<file path="src/rtl/mc_pkg.sv">
// Shared encodings for the multicycle control unit: state codes, condition
// codes, datapath mux selects and the ALU command groupings.
package mc_pkg;

    typedef enum logic [3:0] {
        S_FETCH    = 4'd0,
        S_DECODE   = 4'd1,
        S_MEMADDR  = 4'd2,
        S_MEMREAD  = 4'd3,
        S_MEMWRITE = 4'd4,
        S_MEMWB    = 4'd5,
        S_EXEC_R   = 4'd6,
        S_EXEC_I   = 4'd7,
        S_ALUWB    = 4'd8,
        S_BRANCH   = 4'd9,
        S_SVC      = 4'd10,
        S_FAULT    = 4'd11
    } state_e;

    // Instruction classes
    localparam logic [1:0] OP_DP  = 2'b00;
    localparam logic [1:0] OP_MEM = 2'b01;
    localparam logic [1:0] OP_BR  = 2'b10;
    localparam logic [1:0] OP_SVC = 2'b11;

    // Condition codes (1110 and 1111 both mean "always")
    localparam logic [3:0] COND_EQ = 4'b0000;
    localparam logic [3:0] COND_NE = 4'b0001;
    localparam logic [3:0] COND_CS = 4'b0010;
    localparam logic [3:0] COND_CC = 4'b0011;
    localparam logic [3:0] COND_MI = 4'b0100;
    localparam logic [3:0] COND_PL = 4'b0101;
    localparam logic [3:0] COND_VS = 4'b0110;
    localparam logic [3:0] COND_VC = 4'b0111;
    localparam logic [3:0] COND_HI = 4'b1000;
    localparam logic [3:0] COND_LS = 4'b1001;
    localparam logic [3:0] COND_GE = 4'b1010;
    localparam logic [3:0] COND_LT = 4'b1011;
    localparam logic [3:0] COND_GT = 4'b1100;
    localparam logic [3:0] COND_LE = 4'b1101;

    // result_src: registered ALU output, memory read data, live ALU result
    localparam logic [1:0] RES_ALUOUT = 2'b00;
    localparam logic [1:0] RES_DATA   = 2'b01;
    localparam logic [1:0] RES_ALURES = 2'b10;

    // alu_src_b: register operand, extended immediate, constant four
    localparam logic [1:0] SRCB_REG  = 2'b00;
    localparam logic [1:0] SRCB_IMM  = 2'b01;
    localparam logic [1:0] SRCB_FOUR = 2'b10;

    // Every control output except state_o, in port order
    typedef struct packed {
        logic       mem_req;
        logic       mem_w;
        logic       adr_src;
        logic       ir_write;
        logic       pc_write;
        logic       reg_w;
        logic [1:0] result_src;
        logic       alu_src_a;
        logic [1:0] alu_src_b;
        logic       alu_op;
        logic [1:0] flag_w;
        logic       link;
        logic       svc;
        logic       bus_error;
    } ctrl_t;

    // Compare/test commands (TST, TEQ, CMP, CMN) update flags only
    function automatic logic is_no_write(input logic [3:0] cmd);
        return cmd inside {4'b1000, 4'b1001, 4'b1010, 4'b1011};
    endfunction

    // Arithmetic commands produce meaningful carry and overflow
    function automatic logic is_cv_write(input logic [3:0] cmd);
        return cmd inside {4'b0100, 4'b0010, 4'b1010, 4'b1011, 4'b0101, 4'b0011};
    endfunction

endpackage

</file>
<file path="src/rtl/cond_check.sv">
// Evaluates an instruction condition field against the NZCV flags.
module cond_check
    import mc_pkg::*;
(
    input  logic [3:0] cond,
    input  logic [3:0] flags,
    output logic       pass
);

    logic n, z, c, v;
    assign {n, z, c, v} = flags;

    // Condition table lookup; 1110/1111 fall through to "always"
    always_comb begin
        case (cond)
            COND_EQ: pass = z;
            COND_NE: pass = !z;
            COND_CS: pass = c;
            COND_CC: pass = !c;
            COND_MI: pass = n;
            COND_PL: pass = !n;
            COND_VS: pass = v;
            COND_VC: pass = !v;
            COND_HI: pass = c & !z;
            COND_LS: pass = !c | z;
            COND_GE: pass = (n == v);
            COND_LT: pass = (n != v);
            COND_GT: pass = !z & (n == v);
            COND_LE: pass = z | (n != v);
            default: pass = 1'b1;
        endcase
    end

endmodule

</file>
<file path="src/rtl/multicycle_ctrl.sv">
// Multicycle processor control FSM with memory-wait timeout and sticky bus fault.
module multicycle_ctrl
    import mc_pkg::*;
#(
    parameter int TIMEOUT = 15,
    parameter bit SVC_EN  = 1'b1,
    parameter bit BL_EN   = 1'b1
) (
    input  logic       clk,
    input  logic       reset,
    input  logic [1:0] op,
    input  logic [5:0] funct,
    input  logic [3:0] rd,
    input  logic [3:0] cond,
    input  logic [3:0] flags,
    input  logic       mem_ready,
    output logic       mem_req,
    output logic       mem_w,
    output logic       adr_src,
    output logic       ir_write,
    output logic       pc_write,
    output logic       reg_w,
    output logic [1:0] result_src,
    output logic       alu_src_a,
    output logic [1:0] alu_src_b,
    output logic       alu_op,
    output logic [1:0] flag_w,
    output logic       link,
    output logic       svc,
    output logic       bus_error,
    output logic [3:0] state_o
);

    // Last wait count still allowed; one more idle cycle is a fault
    localparam logic [7:0] WAIT_LIMIT = 8'(TIMEOUT - 1);

    state_e     state_q, state_d;
    logic [7:0] cnt_q, cnt_d;
    logic       cond_pass;
    logic [3:0] cmd;
    ctrl_t      ctrl, ctrl_o;

    assign cmd = funct[4:1];

    cond_check u_cond_check (
        .cond  (cond),
        .flags (flags),
        .pass  (cond_pass)
    );

    // State and wait-counter registers, synchronous reset
    always_ff @(posedge clk) begin
        // NOTE: sequential state uses non-blocking assignments so every flop
        // samples pre-edge values regardless of statement order.
        if (reset) begin
            state_q <= S_FETCH;
            cnt_q   <= '0;
        end else begin
            state_q <= state_d;
            cnt_q   <= cnt_d;
        end
    end

    // Next-state, wait counting and per-state control decode
    always_comb begin
        // NOTE: every output of this block is defaulted first so no path
        // through the case statement can leave a latch behind.
        ctrl    = '0;
        state_d = state_q;
        cnt_d   = '0;

        case (state_q)
            S_FETCH: begin
                ctrl.mem_req = 1'b1;
                if (mem_ready) begin
                    ctrl.ir_write   = 1'b1;
                    ctrl.pc_write   = 1'b1;
                    ctrl.alu_src_a  = 1'b1;
                    ctrl.alu_src_b  = SRCB_FOUR;
                    ctrl.result_src = RES_ALURES;
                    state_d         = S_DECODE;
                end else if (cnt_q == WAIT_LIMIT) begin
                    state_d = S_FAULT;
                end else begin
                    cnt_d = cnt_q + 8'd1;
                end
            end

            S_DECODE: begin
                ctrl.alu_src_a  = 1'b1;
                ctrl.alu_src_b  = SRCB_FOUR;
                ctrl.result_src = RES_ALURES;
                if (!cond_pass) begin
                    state_d = S_FETCH;
                end else begin
                    case (op)
                        OP_MEM:  state_d = S_MEMADDR;
                        OP_DP:   state_d = funct[5] ? S_EXEC_I : S_EXEC_R;
                        OP_BR:   state_d = S_BRANCH;
                        default: state_d = SVC_EN ? S_SVC : S_FETCH;
                    endcase
                end
            end

            S_EXEC_R, S_EXEC_I: begin
                ctrl.alu_op    = 1'b1;
                ctrl.alu_src_b = (state_q == S_EXEC_I) ? SRCB_IMM : SRCB_REG;
                ctrl.flag_w    = {funct[0], funct[0] & is_cv_write(cmd)};
                state_d        = is_no_write(cmd) ? S_FETCH : S_ALUWB;
            end

            S_ALUWB: begin
                ctrl.reg_w      = 1'b1;
                ctrl.result_src = RES_ALUOUT;
                ctrl.pc_write   = (rd == 4'd15);
                state_d         = S_FETCH;
            end

            S_MEMADDR: begin
                ctrl.alu_src_b = SRCB_IMM;
                state_d        = funct[0] ? S_MEMREAD : S_MEMWRITE;
            end

            S_MEMREAD: begin
                ctrl.mem_req = 1'b1;
                ctrl.adr_src = 1'b1;
                if (mem_ready) begin
                    state_d = S_MEMWB;
                end else if (cnt_q == WAIT_LIMIT) begin
                    state_d = S_FAULT;
                end else begin
                    cnt_d = cnt_q + 8'd1;
                end
            end

            S_MEMWB: begin
                ctrl.reg_w      = 1'b1;
                ctrl.result_src = RES_DATA;
                state_d         = S_FETCH;
            end

            S_MEMWRITE: begin
                ctrl.mem_req = 1'b1;
                ctrl.mem_w   = 1'b1;
                ctrl.adr_src = 1'b1;
                if (mem_ready) begin
                    state_d = S_FETCH;
                end else if (cnt_q == WAIT_LIMIT) begin
                    state_d = S_FAULT;
                end else begin
                    cnt_d = cnt_q + 8'd1;
                end
            end

            S_BRANCH: begin
                ctrl.alu_src_b  = SRCB_IMM;
                ctrl.result_src = RES_ALURES;
                ctrl.pc_write   = 1'b1;
                ctrl.link       = BL_EN & funct[4];
                state_d         = S_FETCH;
            end

            S_SVC: begin
                ctrl.svc      = 1'b1;
                ctrl.pc_write = 1'b1;
                state_d       = S_FETCH;
            end

            S_FAULT: begin
                // Only reset leaves this state
                ctrl.bus_error = 1'b1;
            end

            default: begin
                state_d = S_FETCH;
            end
        endcase
    end

    // Reset forces every output low, including mem_req and the state code
    assign ctrl_o  = reset ? '0 : ctrl;
    assign state_o = reset ? 4'd0 : state_q;

    assign {mem_req, mem_w, adr_src, ir_write, pc_write, reg_w, result_src,
            alu_src_a, alu_src_b, alu_op, flag_w, link, svc, bus_error} = ctrl_o;

endmodule

</file>
<file path="config.mk">
export PLATFORM = sky130hd
export DESIGN_NAME = multicycle_ctrl
export DESIGN_NICKNAME = d
export VERILOG_FILES = /design/src/rtl/mc_pkg.sv /design/src/rtl/cond_check.sv /design/src/rtl/multicycle_ctrl.sv
export SDC_FILE = /design/constraint.sdc
export NUM_CORES = 1
export LEC_CHECK = 0
export ABC_AREA = 1
export CAP_MARGIN = 20
export CORE_MARGIN = 2
export CORE_UTILIZATION = 47
export DETAILED_ROUTE_END_ITERATION = 10
export PLACE_DENSITY = 0.95
export SLEW_MARGIN = 0
export SYNTH_ARGS = -nofsm -noshare
export SYNTH_HDL_FRONTEND = slang
export SYNTH_SLANG_ARGS = --single-unit
</file>
<file path="constraint.sdc">
create_clock -name clk -period 3.3 [get_ports clk]
set_input_delay 0.99 -clock clk [delete_from_list [all_inputs] [get_ports clk]]
set_output_delay 0.99 -clock clk [all_outputs]
set_load 0.02 [all_outputs]
</file>
Word level (Yosys, flattened, before mapping)
Index checks and enable logic that the tools add are counted.
{"block": "op_classes", "n_addsub": 1, "multipliers": 0, "n_div": 0, "order_cmp": 0, "n_eq_ne": 38, "shift": 0, "muxes": 29, "bitwise": 6, "reduce_logical": 17}
{"op": "== test 4 bit, second input constant", "n": 15}
{"op": "== test 4 x 3 -> 1 bit, second input constant", "n": 10}
{"op": "two-way mux 4 bit", "n": 7}
{"op": "case mux 4 bit (7 select lines)", "n": 1}
{"op": "== test 4 x 2 -> 1 bit, second input constant", "n": 6}
{"op": "two-way mux 17 bit", "n": 1}
{"op": "case mux 1 bit (14 select lines)", "n": 1}
{"op": "case mux 4 bit (3 select lines)", "n": 1}
{"op": "OR reduction 2 bit", "n": 6}
{"op": "two-way mux 1 bit", "n": 10}
{"op": "adder 8 x 1 -> 8 bit, second input constant", "n": 1}
{"op": "== test 4 x 1 -> 1 bit, second input constant", "n": 2}
{"op": "== test 8 x 4 -> 1 bit, second input constant", "n": 1}
{"op": "zero test 4 bit", "n": 2}
{"op": "case mux 2 bit (4 select lines)", "n": 1}
{"op": "two-way mux 3 bit", "n": 2}
{"op": "case mux 2 bit (3 select lines)", "n": 1}
{"op": "nonzero test 6 bit", "n": 1}
{"op": "two-way mux 5 bit", "n": 1}
{"op": "zero test 1 bit", "n": 4}
{"op": "nonzero test 4 bit", "n": 1}
{"op": "OR reduction 4 bit", "n": 1}
{"op": "bitwise AND 1 bit", "n": 3}
{"op": "case mux 1 bit (3 select lines)", "n": 1}
{"op": "other kinds (10)", "n": 11}
{"block": "totals", "ff_bits": 12, "latchBits": 0, "ramBits": 0, "mem_bits_ro": 0, "input_bits": 23, "out_inout_bits": 21, "word_cells": 93, "n_memories": 0}

Longest topological paths before layout
{"block": "depth", "word_depth": 5, "mapped_depth": 12, "mapped_depth_nobuf": 12}

Modules after synthesis
From an unflattened synthesis, not the netlist that was laid out.
{"block": "hier_totals", "hier_cells": 203, "area_unflattened_um2": 1152.4}
{"mod": "multicycle_ctrl", "instances": 1, "cells_per_inst": 153, "area_per_inst_um2": 947.2, "seq_area_each_um2": 240.2}
{"mod": "cond_check", "instances": 1, "cells_per_inst": 50, "area_per_inst_um2": 205.2, "seq_area_each_um2": 0.0}

Worst setup path before layout
Ideal clock, no wire load.
{"block": "synth_timing", "path_type": "input to output", "from": "input reset", "to": "output flag_w[0]", "arrival_time_ps": 2156, "required_time_ps": 2310, "path_slack_ps": 154, "stages": 4, "n_path_buf": 1, "cell_sequence": "clkbuf_1 -> nor2_1 -> nand2_1 -> a211oi_1"}
{"block": "synth_between", "elab_chain_len": 1}
{"element": "from (decl)", "line_no": "multicycle_ctrl.sv:10", "text": "input logic reset,"}
{"element": "two-way mux 17 bit", "line_no": "multicycle_ctrl.sv:181", "text": "assign ctrl_o = reset ? '0 : ctrl;"}
{"element": "to (decl)", "line_no": "multicycle_ctrl.sv:27", "text": "output logic [1:0] flag_w,"}
Every way passes these cells.

Worst setup path after layout
{"block": "layout_timing", "from": "input reset", "to": "output result_src[0]"}
{"block": "layout_between", "elab_chain_len": 1}
{"element": "two-way mux 17 bit", "line_no": "multicycle_ctrl.sv:181"}
{"element": "to (decl)", "line_no": "multicycle_ctrl.sv:23", "text": "output logic [1:0] result_src,"}
Every way passes these cells.

==> summary.txt <==
Worst setup SP type: primary input
First-pass GRT wire length: 4.91 mm
Mapped Cells: 201
Seq/Total Area, Yosys: 21.7%
CTS root buf: clkbuf_4
Final Skew: 0.654 ps
Top delay family on crit path: buffers and inverters
Peak supply drop: 232 uV
Area share of the largest cell type after synthesis: 21.7%
Mean post-synth cell area: 5.52 sq um
Vias in the first global route: 1255
Vias: 1381
Total of warnings raised by yosys: 0
Max incr delay on CP: 600 ps
Reg2Reg Depth: 9
Pre-CTS setup slack: -269 ps
CP Buf/Inv Count: 2
Cell taking the most area after synthesis: dfxtp_1
WL final: 2.99 mm
Fraction of layout cells with a size suffix above 1: 11.0%
Maximum clock frequency: 310 MHz
DRT Pass-1 Iters: 4
Layout fillers: 183
Synth Cell Area: 1110 sq um
Htree depth: 1
Status: complete, no violations
Vias per inst: 4.88
Reg2reg start: cnt_q[0]$_SDFF_PP0_
WS Path Type: primary input to primary output
P per Cell Area: 282 nW/um^2
IO Port Bufs: 42
Die ar.: 2760 sq um
Final setup margin: 74.8 ps
Overflow after GRT: 0
Hold EP: cnt_q[0]$_SDFF_PP0_
Max-cap violations: 0
Fin. Hold Viols: 0
WL/cell: 10.6 microns
CTS tree: yes
CTS Buf Count: 3
Routed Antenna Nets: 0
Clk slew on worst S/H paths: 70 ps
Top-count cell post-synth: nand2_1
Crit path capture type: primary output
Area contributors post-synth: dfxtp_1, nand2_1, nor2_1, inv_1, nand3_1
ANT cells: 0
Worst hold path type: flip-flop to flip-flop
Synth-to-Final Area Change: 48.5%
Critical path arrival: 2240 ps
Total GRT Usage: 23.9%
Worst-margin pin slew: 283 ps
Ys flop type: dfxtp_1
RSZ-0062 raised after global routing: false
Setup bufs post-CTS: 0
FFs w/ async S/R, synth: 0%
Leakage: 0.000907 uW
Iter 0 DRT Violations: 24
Bufs on Longest Clock Path: 2
GPL Wtd Cong: 0.898
Core Region: 2210 sq um
Nets: 281
Initial antenna violation count: 0
Commonest cells post-synth: nand2_1, nor2_1, inv_1
Post-route DRC violation count: 0
Pin count of the biggest net entering global routing: 11
Cell seen most often among critical-path stages: clkdlybuf4s50_1
I/O pin cnt: 44
Critical path fanouts, max: 5
Final period util: 97.7%
Post-synth cell types: 24
Mapped Nets: 226
Clock Latency Late Sink: 270 ps
Post-DP HPWL: 2.45 mm
Worst slew margin: 81.1%
CP Cell Sequence: clkdlybuf4s50_1 > nor2_1 > clkdlybuf4s50_1
Hold Crit Depth: 1
Hold wc startpoint: cnt_q[0]$_SDFF_PP0_
Die H: 52.6 microns
Yosys reg bits: 12
Final setup viols: 0
Number of enable flip-flop cells after synthesis: 0
Slew Viols, Final: 0
FF-to-FF End: state_q[0]$_SDFFE_PP0P_
Hold_ws: 474 ps
R2R Setup Slk: 1740 ps
Fin crit period: 3230 ps
Starting density of the core: 50.1%
Die Span X: 52.6 microns
Required @ worst endpoint: 2310 ps
Critical-path top delay cell: clkdlybuf4s50_1
Fin util: 74.4%
Row cnt: 17
Clock Sinks: 12
==> worst max path at each step <==
stage,startpoint,cells past startpoint,to
2_1_floorplan,reset,4,flag_w[0]
3_3_place_gp,reset,5,flag_w[0]
3_5_place_dp,reset,5,flag_w[0]
4_1_cts,reset,5,flag_w[0]
5_1_grt,mem_ready,4,pc_write
6_report,reset,3,result_src[0]
==> power breakdown <==
part           total, uW  internal (uW)  leakage [uW]  switching (uW)
Sequential           158            152     0.0000973            6.73
Clock                115           67.1     0.0000210            48.0
Combinational        191           77.8      0.000789             113
Total                464            296      0.000907             168
==> cell families (layout without fill, tap and decap cells) <==
| group | after synthesis | count (layout) | share of synthesized area [%] |
|---|---|---|---|
| buffers and inverters | 39 | 93 | 13.2 |
| AOI/OAI and AO/OA | 20 | 20 | 10.5 |
| xor gates and xnor gates | 2 | 2 | 1.58 |
| DFF | 12 | 12 | 21.7 |
| adders and majority gates | 2 | 2 | 2.26 |
| and+or+nand+nor | 126 | 126 | 50.8 |
==> cells in the final DEF (no fill, tap or decap) <==
cell type,netlist,layout
nor2_2,2,2
buf_4,0,10
nor3_1,2,2
xor2_1,2,2
nand2_1,54,54
a21oi_1,11,11
o211ai_1,3,3
nand3_4,1,1
clkdlybuf4s15_1,0,3
clkbuf_8,0,1
nand3_1,14,14
nor3b_1,1,1
dfxtp_1,12,12
dlymetal6s2s_1,0,1
o21ai_0,2,2
a41oi_1,1,1
inv_2,3,4
nand4_1,2,2
nand2_2,2,2
ha_1,2,2
clkbuf_2,0,1
nor2_1,43,43
clkbuf_4,0,3
inv_1,34,33
dlygate4sd2_1,0,15
a211oi_1,1,1
and3_1,1,1
clkdlybuf4s50_1,0,22
nor3b_2,4,4
a31oi_1,2,2
==> area by class of cell <==
| cell class | count | area [sq um] | share of cell area, % |
|---|---|---|---|
| Clock buffer | 4 | 36.3 | 2.20 |
| Inverter | 37 | 139 | 8.43 |
| Multi-Input combinational cell | 150 | 722 | 43.8 |
| Sequential cell | 12 | 240 | 14.6 |
| Tap cell | 28 | 35.0 | 2.13 |
| Timing Repair Buffer | 52 | 474 | 28.8 |
==> state kept, by name (all words and copies together), names as in the netlist <==
register / count
cnt_q: 8
state_q: 4
==> metal layers <==
layer | share of wire (%) | up-vias | track usage, %
li1 | - | 736 | -
met1 | 41 | 587 | 27.6
met2 | 50 | 52 | 42.9
met3 | 6.4 | 6 | 3.14
met4 | 1.6 | 0 | 11.1
met5 | 0 | - | 0
==> per-stage QoR <==
stage               instances  total power (uW)  TNS, ps  cell area (sq um)
floorplan                 201               274        0               1110
detailed placement        279               360    -2590               1630
CTS                       283               464        0               1640
global placement          279               357    -2030               1630
global route              283               496        0               1650
finish                    283               464        0               1650
==> worst reg2reg max path: stages, from the launching register on <==
cell     delay (ps)
dfxtp_1         390
inv_1            70
ha_1            200
nor3b_1         130
nand2_1         210
nand3_1         120
a21oi_1         190
nand2_1          70
nand2_1          60
nand2_1          40
==> repair_timing <==
action                                  4_1_cts  5_1_grt
gates resized for setup                      20        7
endpoints found under the setup margin       19        5
hold buffers                                  0        0
Power figures use the tool's default switching activity.
